`src/rtl/ahb_slave_if_if.sv`:
```
// Bus bundle for the AHB-Lite slave front end: the AHB master-facing signals plus
// the request/response channel toward the APB controller.
interface ahb_slave_if_if;
  // AHB-Lite side
  logic        hwrite;
  logic        hreadyin;
  logic [1:0]  htrans;
  logic [31:0] haddr;
  logic [31:0] hwdata;
  logic        hreadyout;
  logic [1:0]  hresp;
  logic [31:0] hrdata;

  // Request FIFO head toward the APB controller
  logic        req_valid;
  logic        req_ready;
  logic        req_write;
  logic [31:0] req_addr;
  logic [31:0] req_wdata;
  logic [2:0]  req_sel;

  // Read data returning from the APB controller
  logic        rsp_valid;
  logic [31:0] rsp_rdata;

  modport slave (
    input  hwrite, hreadyin, htrans, haddr, hwdata,
    input  req_ready, rsp_valid, rsp_rdata,
    output hreadyout, hresp, hrdata,
    output req_valid, req_write, req_addr, req_wdata, req_sel
  );

  modport master (
    output hwrite, hreadyin, htrans, haddr, hwdata,
    output req_ready, rsp_valid, rsp_rdata,
    input  hreadyout, hresp, hrdata,
    input  req_valid, req_write, req_addr, req_wdata, req_sel
  );
endinterface

```
`src/rtl/ahb_slave_if.sv`:
```
// AHB-Lite slave front end of the AHB-to-APB bridge: decodes the peripheral select,
// queues accepted transfers in an in-order request FIFO and drives the AHB response.
module ahb_slave_if #(
  parameter int DEPTH = 4
) (
  input  logic          hclk,
  input  logic          hresetn,
  ahb_slave_if_if.slave bus
);

  localparam int PW = (DEPTH > 1) ? $clog2(DEPTH) : 1;
  localparam int CW = $clog2(DEPTH) + 1;
  localparam logic [CW-1:0] FULL_CNT = CW'(DEPTH);

  localparam logic [1:0] HRESP_OKAY  = 2'b00;
  localparam logic [1:0] HRESP_ERROR = 2'b01;

  typedef enum logic [2:0] {
    ST_IDLE,
    ST_WRITE,
    ST_READ,
    ST_RDONE,
    ST_ERR1,
    ST_ERR2
  } state_e;

  typedef struct packed {
    logic        write;
    logic [31:0] addr;
    logic [31:0] wdata;
    logic [2:0]  sel;
  } req_t;

  state_e         r_state;
  state_e         w_state_nxt;
  state_e         w_dispatch;

  logic [31:0]    r_addr;
  logic           r_write;
  logic [2:0]     r_sel;
  logic           r_rd_pushed;
  logic [31:0]    r_hrdata;

  req_t           r_mem [DEPTH];
  logic [PW-1:0]  r_wptr;
  logic [PW-1:0]  r_rptr;
  logic [CW-1:0]  r_count;

  logic           w_full;
  logic           w_empty;
  logic           w_push;
  logic           w_pop;
  req_t           w_push_data;
  req_t           w_head;

  logic [2:0]     w_sel_dec;
  logic           w_can_accept;
  logic           w_accept;
  logic           w_ready;
  logic [1:0]     w_hresp;
  logic           w_load_rd;

  // ------------------------------------------------------------------
  // Address decode: one select line per 64 MiB peripheral window
  // ------------------------------------------------------------------
  always_comb begin
    // NOTE: every always_comb output gets a default first so no path leaves it unassigned (no latch).
    w_sel_dec = 3'b000;
    unique case (bus.haddr[31:26])
      6'h20:   w_sel_dec = 3'b001;
      6'h21:   w_sel_dec = 3'b010;
      6'h22:   w_sel_dec = 3'b100;
      default: w_sel_dec = 3'b000;
    endcase
  end

  assign w_full  = (r_count == FULL_CNT);
  assign w_empty = (r_count == '0);

  // ------------------------------------------------------------------
  // Response outputs come only from registered state and FIFO count
  // ------------------------------------------------------------------
  always_comb begin
    w_ready      = 1'b1;
    w_hresp      = HRESP_OKAY;
    w_can_accept = 1'b0;
    unique case (r_state)
      ST_IDLE:  w_can_accept = 1'b1;
      ST_WRITE: begin
        w_ready      = !w_full;
        w_can_accept = !w_full;
      end
      ST_READ:  w_ready = 1'b0;
      ST_RDONE: w_can_accept = 1'b1;
      ST_ERR1: begin
        w_ready = 1'b0;
        w_hresp = HRESP_ERROR;
      end
      ST_ERR2:  w_hresp = HRESP_ERROR;
      default: begin
        w_ready      = 1'b1;
        w_hresp      = HRESP_OKAY;
        w_can_accept = 1'b0;
      end
    endcase
  end

  // ERR2 shows hreadyout=1 but is a completion cycle, so it never accepts.
  assign w_accept = w_can_accept & bus.hreadyin & bus.htrans[1];

  always_comb begin
    w_dispatch = ST_IDLE;
    if (w_accept) begin
      if (w_sel_dec == 3'b000) begin
        w_dispatch = ST_ERR1;
      end else if (bus.hwrite) begin
        w_dispatch = ST_WRITE;
      end else begin
        w_dispatch = ST_READ;
      end
    end
  end

  // ------------------------------------------------------------------
  // FSM next state, FIFO push and read-completion load
  // ------------------------------------------------------------------
  always_comb begin
    w_state_nxt = r_state;
    w_push      = 1'b0;
    w_push_data = '0;
    w_load_rd   = 1'b0;
    unique case (r_state)
      ST_IDLE, ST_RDONE: w_state_nxt = w_dispatch;
      ST_WRITE: begin
        if (!w_full) begin
          w_push      = 1'b1;
          w_push_data = '{write: 1'b1, addr: r_addr, wdata: bus.hwdata, sel: r_sel};
          w_state_nxt = w_dispatch;
        end
      end
      ST_READ: begin
        if (!r_rd_pushed) begin
          if (!w_full) begin
            w_push      = 1'b1;
            w_push_data = '{write: 1'b0, addr: r_addr, wdata: 32'h0, sel: r_sel};
          end
        end else if (w_empty && bus.rsp_valid) begin
          // Nothing else is pushed while reading, so an empty FIFO means the read entry was popped.
          w_load_rd   = 1'b1;
          w_state_nxt = ST_RDONE;
        end
      end
      ST_ERR1: w_state_nxt = ST_ERR2;
      ST_ERR2: w_state_nxt = ST_IDLE;
      default: w_state_nxt = ST_IDLE;
    endcase
  end

  always_ff @(posedge hclk or negedge hresetn) begin
    if (!hresetn) begin
      // NOTE: sequential state uses non-blocking assignments so every flop samples pre-edge values.
      r_state     <= ST_IDLE;
      r_rd_pushed <= 1'b0;
      r_hrdata    <= 32'h0;
    end else begin
      r_state <= w_state_nxt;
      if (r_state == ST_READ && w_push) begin
        r_rd_pushed <= 1'b1;
      end else if (w_state_nxt != ST_READ) begin
        r_rd_pushed <= 1'b0;
      end
      if (w_load_rd) begin
        r_hrdata <= bus.rsp_rdata;
      end
    end
  end

  // Address-phase capture
  always_ff @(posedge hclk or negedge hresetn) begin
    if (!hresetn) begin
      r_addr  <= 32'h0;
      r_write <= 1'b0;
      r_sel   <= 3'b000;
    end else if (w_accept) begin
      r_addr  <= bus.haddr;
      r_write <= bus.hwrite;
      r_sel   <= w_sel_dec;
    end
  end

  // ------------------------------------------------------------------
  // Request FIFO: full is judged before any same-cycle pop
  // ------------------------------------------------------------------
  assign w_pop = !w_empty && bus.req_ready;

  always_ff @(posedge hclk or negedge hresetn) begin
    if (!hresetn) begin
      r_wptr  <= '0;
      r_rptr  <= '0;
      r_count <= '0;
    end else begin
      if (w_push) begin
        r_wptr <= r_wptr + PW'(1);
      end
      if (w_pop) begin
        r_rptr <= r_rptr + PW'(1);
      end
      unique case ({w_push, w_pop})
        2'b10:   r_count <= r_count + CW'(1);
        2'b01:   r_count <= r_count - CW'(1);
        default: r_count <= r_count;
      endcase
    end
  end

  // NOTE: storage array has no reset; the head is masked to zero while empty, so stale contents never leak.
  always_ff @(posedge hclk) begin
    if (w_push) begin
      r_mem[r_wptr] <= w_push_data;
    end
  end

  assign w_head = w_empty ? '0 : r_mem[r_rptr];

  // ------------------------------------------------------------------
  // Outputs
  // ------------------------------------------------------------------
  assign bus.hreadyout = w_ready;
  assign bus.hresp     = w_hresp;
  assign bus.hrdata    = r_hrdata;
  assign bus.req_valid = !w_empty;
  assign bus.req_write = w_head.write;
  assign bus.req_addr  = w_head.addr;
  assign bus.req_wdata = w_head.wdata;
  assign bus.req_sel   = w_head.sel;

  // Captured direction is kept for debug visibility; the state already encodes it.
  logic w_unused;
  assign w_unused = r_write;

endmodule

```
`src/flat_wrapper.sv`:
```
// flat-port wrapper written by rule: the top's interface ports become plain ports
module ahb_slave_if_flat 
#(
  parameter int DEPTH = 4
)
  (hclk, hresetn, bus_hwrite, bus_hreadyin, bus_htrans, bus_haddr, bus_hwdata, bus_req_ready, bus_rsp_valid, bus_rsp_rdata, bus_hreadyout, bus_hresp, bus_hrdata, bus_req_valid, bus_req_write, bus_req_addr, bus_req_wdata, bus_req_sel);
  ahb_slave_if_if bus_i ();
  input  logic hclk;
  input  logic hresetn;
  input wire logic [$bits(bus_i.hwrite)-1:0] bus_hwrite;
  input wire logic [$bits(bus_i.hreadyin)-1:0] bus_hreadyin;
  input wire logic [$bits(bus_i.htrans)-1:0] bus_htrans;
  input wire logic [$bits(bus_i.haddr)-1:0] bus_haddr;
  input wire logic [$bits(bus_i.hwdata)-1:0] bus_hwdata;
  input wire logic [$bits(bus_i.req_ready)-1:0] bus_req_ready;
  input wire logic [$bits(bus_i.rsp_valid)-1:0] bus_rsp_valid;
  input wire logic [$bits(bus_i.rsp_rdata)-1:0] bus_rsp_rdata;
  output wire logic [$bits(bus_i.hreadyout)-1:0] bus_hreadyout;
  output wire logic [$bits(bus_i.hresp)-1:0] bus_hresp;
  output wire logic [$bits(bus_i.hrdata)-1:0] bus_hrdata;
  output wire logic [$bits(bus_i.req_valid)-1:0] bus_req_valid;
  output wire logic [$bits(bus_i.req_write)-1:0] bus_req_write;
  output wire logic [$bits(bus_i.req_addr)-1:0] bus_req_addr;
  output wire logic [$bits(bus_i.req_wdata)-1:0] bus_req_wdata;
  output wire logic [$bits(bus_i.req_sel)-1:0] bus_req_sel;
  assign bus_i.hwrite = bus_hwrite;
  assign bus_i.hreadyin = bus_hreadyin;
  assign bus_i.htrans = bus_htrans;
  assign bus_i.haddr = bus_haddr;
  assign bus_i.hwdata = bus_hwdata;
  assign bus_i.req_ready = bus_req_ready;
  assign bus_i.rsp_valid = bus_rsp_valid;
  assign bus_i.rsp_rdata = bus_rsp_rdata;
  assign bus_hreadyout = bus_i.hreadyout;
  assign bus_hresp = bus_i.hresp;
  assign bus_hrdata = bus_i.hrdata;
  assign bus_req_valid = bus_i.req_valid;
  assign bus_req_write = bus_i.req_write;
  assign bus_req_addr = bus_i.req_addr;
  assign bus_req_wdata = bus_i.req_wdata;
  assign bus_req_sel = bus_i.req_sel;
  ahb_slave_if #(.DEPTH(DEPTH)) u_core (.hclk(hclk), .hresetn(hresetn), .bus(bus_i));
endmodule
```
`config.mk`:
```
export PLATFORM = sky130hd
export DESIGN_NAME = ahb_slave_if_flat
export DESIGN_NICKNAME = d
export VERILOG_FILES = /design/src/rtl/ahb_slave_if_if.sv /design/src/rtl/ahb_slave_if.sv /design/src/flat_wrapper.sv
export SDC_FILE = /design/constraint.sdc
export NUM_CORES = 1
export LEC_CHECK = 0
export CAP_MARGIN = 20
export CORE_UTILIZATION = 54
export DETAILED_ROUTE_END_ITERATION = 10
export PLACE_DENSITY = 0.8
export SLEW_MARGIN = 20
export SYNTH_ARGS = -nofsm -noshare
export SYNTH_HDL_FRONTEND = slang
export SYNTH_SLANG_ARGS = --single-unit
```
`constraint.sdc`:
```
create_clock -name hclk -period 3.71 [get_ports hclk]
set_clock_uncertainty 0.1 [all_clocks]
set_input_delay 0.742 -clock hclk [delete_from_list [all_inputs] [get_ports hclk]]
set_output_delay 0.742 -clock hclk [all_outputs]
set_load 0.01 [all_outputs]
```
==> run metrics <==
outcome finished, final reports clean; number of buffers created by CTS 37; Synth Area in Compound Gates 0.774%; Post-Synth XOR/XNOR Area 0.378%; leak pwr 6.64 nW; PwrDens 759 nW/µm²; Period Utilization, post-route 92.3%; Min-Delay Path Class input pin to asynchronous set/reset pin; Crit Path Category flip-flop to output pin; count of pins over their slew limit 0; Critical Path AT 2.58 ns; most common cell after layout, fill and taps aside edfxtp_1; Peak supply drop 436 µV; adder-cell share of the synthesized area 0.594%; global route hottest layer met2; met2 usage 36.0%; Worst setup startpoint u_core.r_rptr[0]; CTS Sinks 350; largest area contributor in the netlist edfxtp_1; drt drc 0; initial antenna violation count 2; type of element launching the critical path flip-flop; Post-Synth Simple-Gate Area 10.0%; CTS tree done; nets 1124; initial DRC count 509; unique cell type count in the Yosys netlist 38; layout cell share with drive strength beyond 1 18.2%; critical-path maximum fanout 22; Clock Tree Root clkbuf_16; Die Area 26400 µm²; Synth top area share 58.7%; largest family of logic cells by synthesized area multiplexers; via count 7518; IO Pins 208; routed wire length per instance 20.2 µm; synth top area cells edfxtp_1, dfrtp_1, mux4_2; first-pass GRT wire length 42.9 mm; drt total wl 27.7 mm; Seq/Total Area, Yosys 72.8%; Initial Utilization 55.1%; ys flop type edfxtp_1; CTS HTree Levels 2; synthesized area per cell 17.5 µm²; Post-Syn Area 13900 µm²; GPL Wtd Cong 0.744; EDFF count, synth 272; mux cell area share after synthesis 13.7%; core box area 25300 µm²; Async SR Flop Fraction 22.3%; Worst-path clk slew 0.06 ns; fin crit period 3.43 ns; unrepaired setup endpoints after global routing false; synthesized flop and latch total 350; post-cts hold buffer count 0; final hold vios 0; overall routing resource usage 21.7%; post-synthesis net count 905; final setup vio count 0; yosys warns 0; FF-to-FF Start u_core.r_state[0]; DPL Wire Length 17.0 mm; Port Buf Inserts 205; width of the die 162 µm; Rel. slew slack 51.3%; vias in the first global route 7950; Die Height 162 µm; largest net degree at the start of global routing 79; Post-Syn Instances 795; post-cts sizing count 0; FP Rows 58; M1 GR Usage 28.3%; highest-count cells in the layout ignoring fill and taps edfxtp_1, clkdlybuf4s50_1, and2_1; remaining antenna violation count 0; Setup Buffers After CTS 0; CP Capture Type output pin; grt ovf 0; P&R area growth vs syn 27.0%; hold slack 0.153 ns; clk_lat worst skew 0.51 ns; GR Layer Usage met3 5.58%; max-capacitance violation count 0; TritonRoute pass-1 iters 5; Worst R2R End u_core.r_mem[1][41]; Reg2Reg Depth 6; vias per cell 5.48; Fmax 292 MHz; reg2reg setup slack 1.03 ns; final setup TNS 0 ns; Worst Tran Pin Value 0.731 ns; WP data required 2.87 ns; worst-case clock buffer depth 3
logic make-up (layout without fill, tap and decap cells):
group                    count (synthesis)  count (layout)
flip-flops                             350             350
AND/OR/NAND/NOR                        262             262
XOR/XNOR                                 6               6
adder cells (fa/ha/maj)                  6               6
buffers and inverters                   55             301
multiplexers                           101             101
other                                    1               2
AO/OA/AOI/OAI                           14              14
routing by layer:
| layer | routed length, µm | share of wire (%) | vias to the layer above |
|---|---|---|---|
| met2 | 13700 | 49 | 288 |
| li1 | - | - | 3406 |
| met4 | 515 | 1.9 | 0 |
| met5 | 0 | 0 | - |
| met1 | 11300 | 41 | 3790 |
| met3 | 2210 | 8.0 | 34 |
report_power, final:
group	switching, mW	internal [mW]	leakage, nW
Clock	1.42	2.17	0.584
Combinational	2.06	2.40	2.48
Sequential	0.319	5.04	3.57
stage by stage:
| step | instances | power, mW | util [%] | cell area (µm²) | setup slack [ns] |
|---|---|---|---|---|---|
| detailed placement | 1305 | 9.96 | 65.2 | 16500 | 0.792 |
| CTS | 1371 | 13.6 | 69.9 | 17700 | 0.238 |
| global route | 1371 | 14.0 | 70.0 | 17700 | 0.175 |
| global placement | 1305 | 9.86 | 65.2 | 16500 | 0.804 |
| floorplan | 795 | 7.87 | - | 13900 | 0.278 |
| finish | 1372 | 13.4 | 70.0 | 17700 | 0.284 |
synthesized netlist by cell type (2+ instances only):
| cell | n |
|---|---|
| and2_1 | 109 |
| and3_1 | 33 |
| buf_2 | 9 |
| buf_6 | 3 |
| clkbuf_1 | 34 |
| dfrtp_1 | 78 |
| edfxtp_1 | 272 |
| ha_1 | 5 |
| inv_1 | 8 |
| mux2_2 | 32 |
| mux4_2 | 68 |
| nand2_1 | 102 |
| nand2b_1 | 3 |
| nand3_1 | 2 |
| nor2_1 | 5 |
| nor2b_1 | 2 |
| o21ai_0 | 4 |
| o41ai_1 | 2 |
| xnor2_1 | 3 |
| xor2_1 | 3 |
state kept, by name (all words and copies together), names as in the netlist:
register and count:
u_core.r_sel 3, u_core.r_mem 272, u_core.r_count 3, u_core.r_addr 32, u_core.bus.hrdata 32, u_core.r_wptr 2, u_core.r_rptr 2, u_core.r_state 3
u_core.r_rd_pushed 1
area by class of cell:
| type | count | area (µm²) |
|---|---|---|
| Sequential cell | 350 | 10100 |
| Multi-Input combinational cell | 390 | 3560 |
| Inverter | 8 | 30.0 |
| Tap cell | 330 | 413 |
| Timing Repair Buffer | 227 | 2330 |
| Antenna cell | 1 | 2.50 |
| Fill cell | 1619 | 7590 |
| Clock buffer | 48 | 1030 |
| Clock inverter | 18 | 170 |
worst max-delay path by stage:
stage                                     to  slack, ns  depth (start not counted)
after floorplan           u_core.r_mem[0][0]       0.28                          5
after global placement      bus_req_addr[23]       0.80                          4
after detailed placement      bus_req_sel[0]       0.79                          4
after CTS                     bus_req_sel[0]       0.24                          4
after global routing        bus_req_addr[23]       0.17                          4
final                         bus_req_sel[0]       0.28                          4
worst max-delay path, cell delays in order, from the launching register on:
cell	delay, ns
dfrtp_4	0.58
buf_12	0.25
mux4_2	0.54
and2_1	0.21
clkdlybuf4s50_1	0.48
Power figures use the tool's default switching activity.
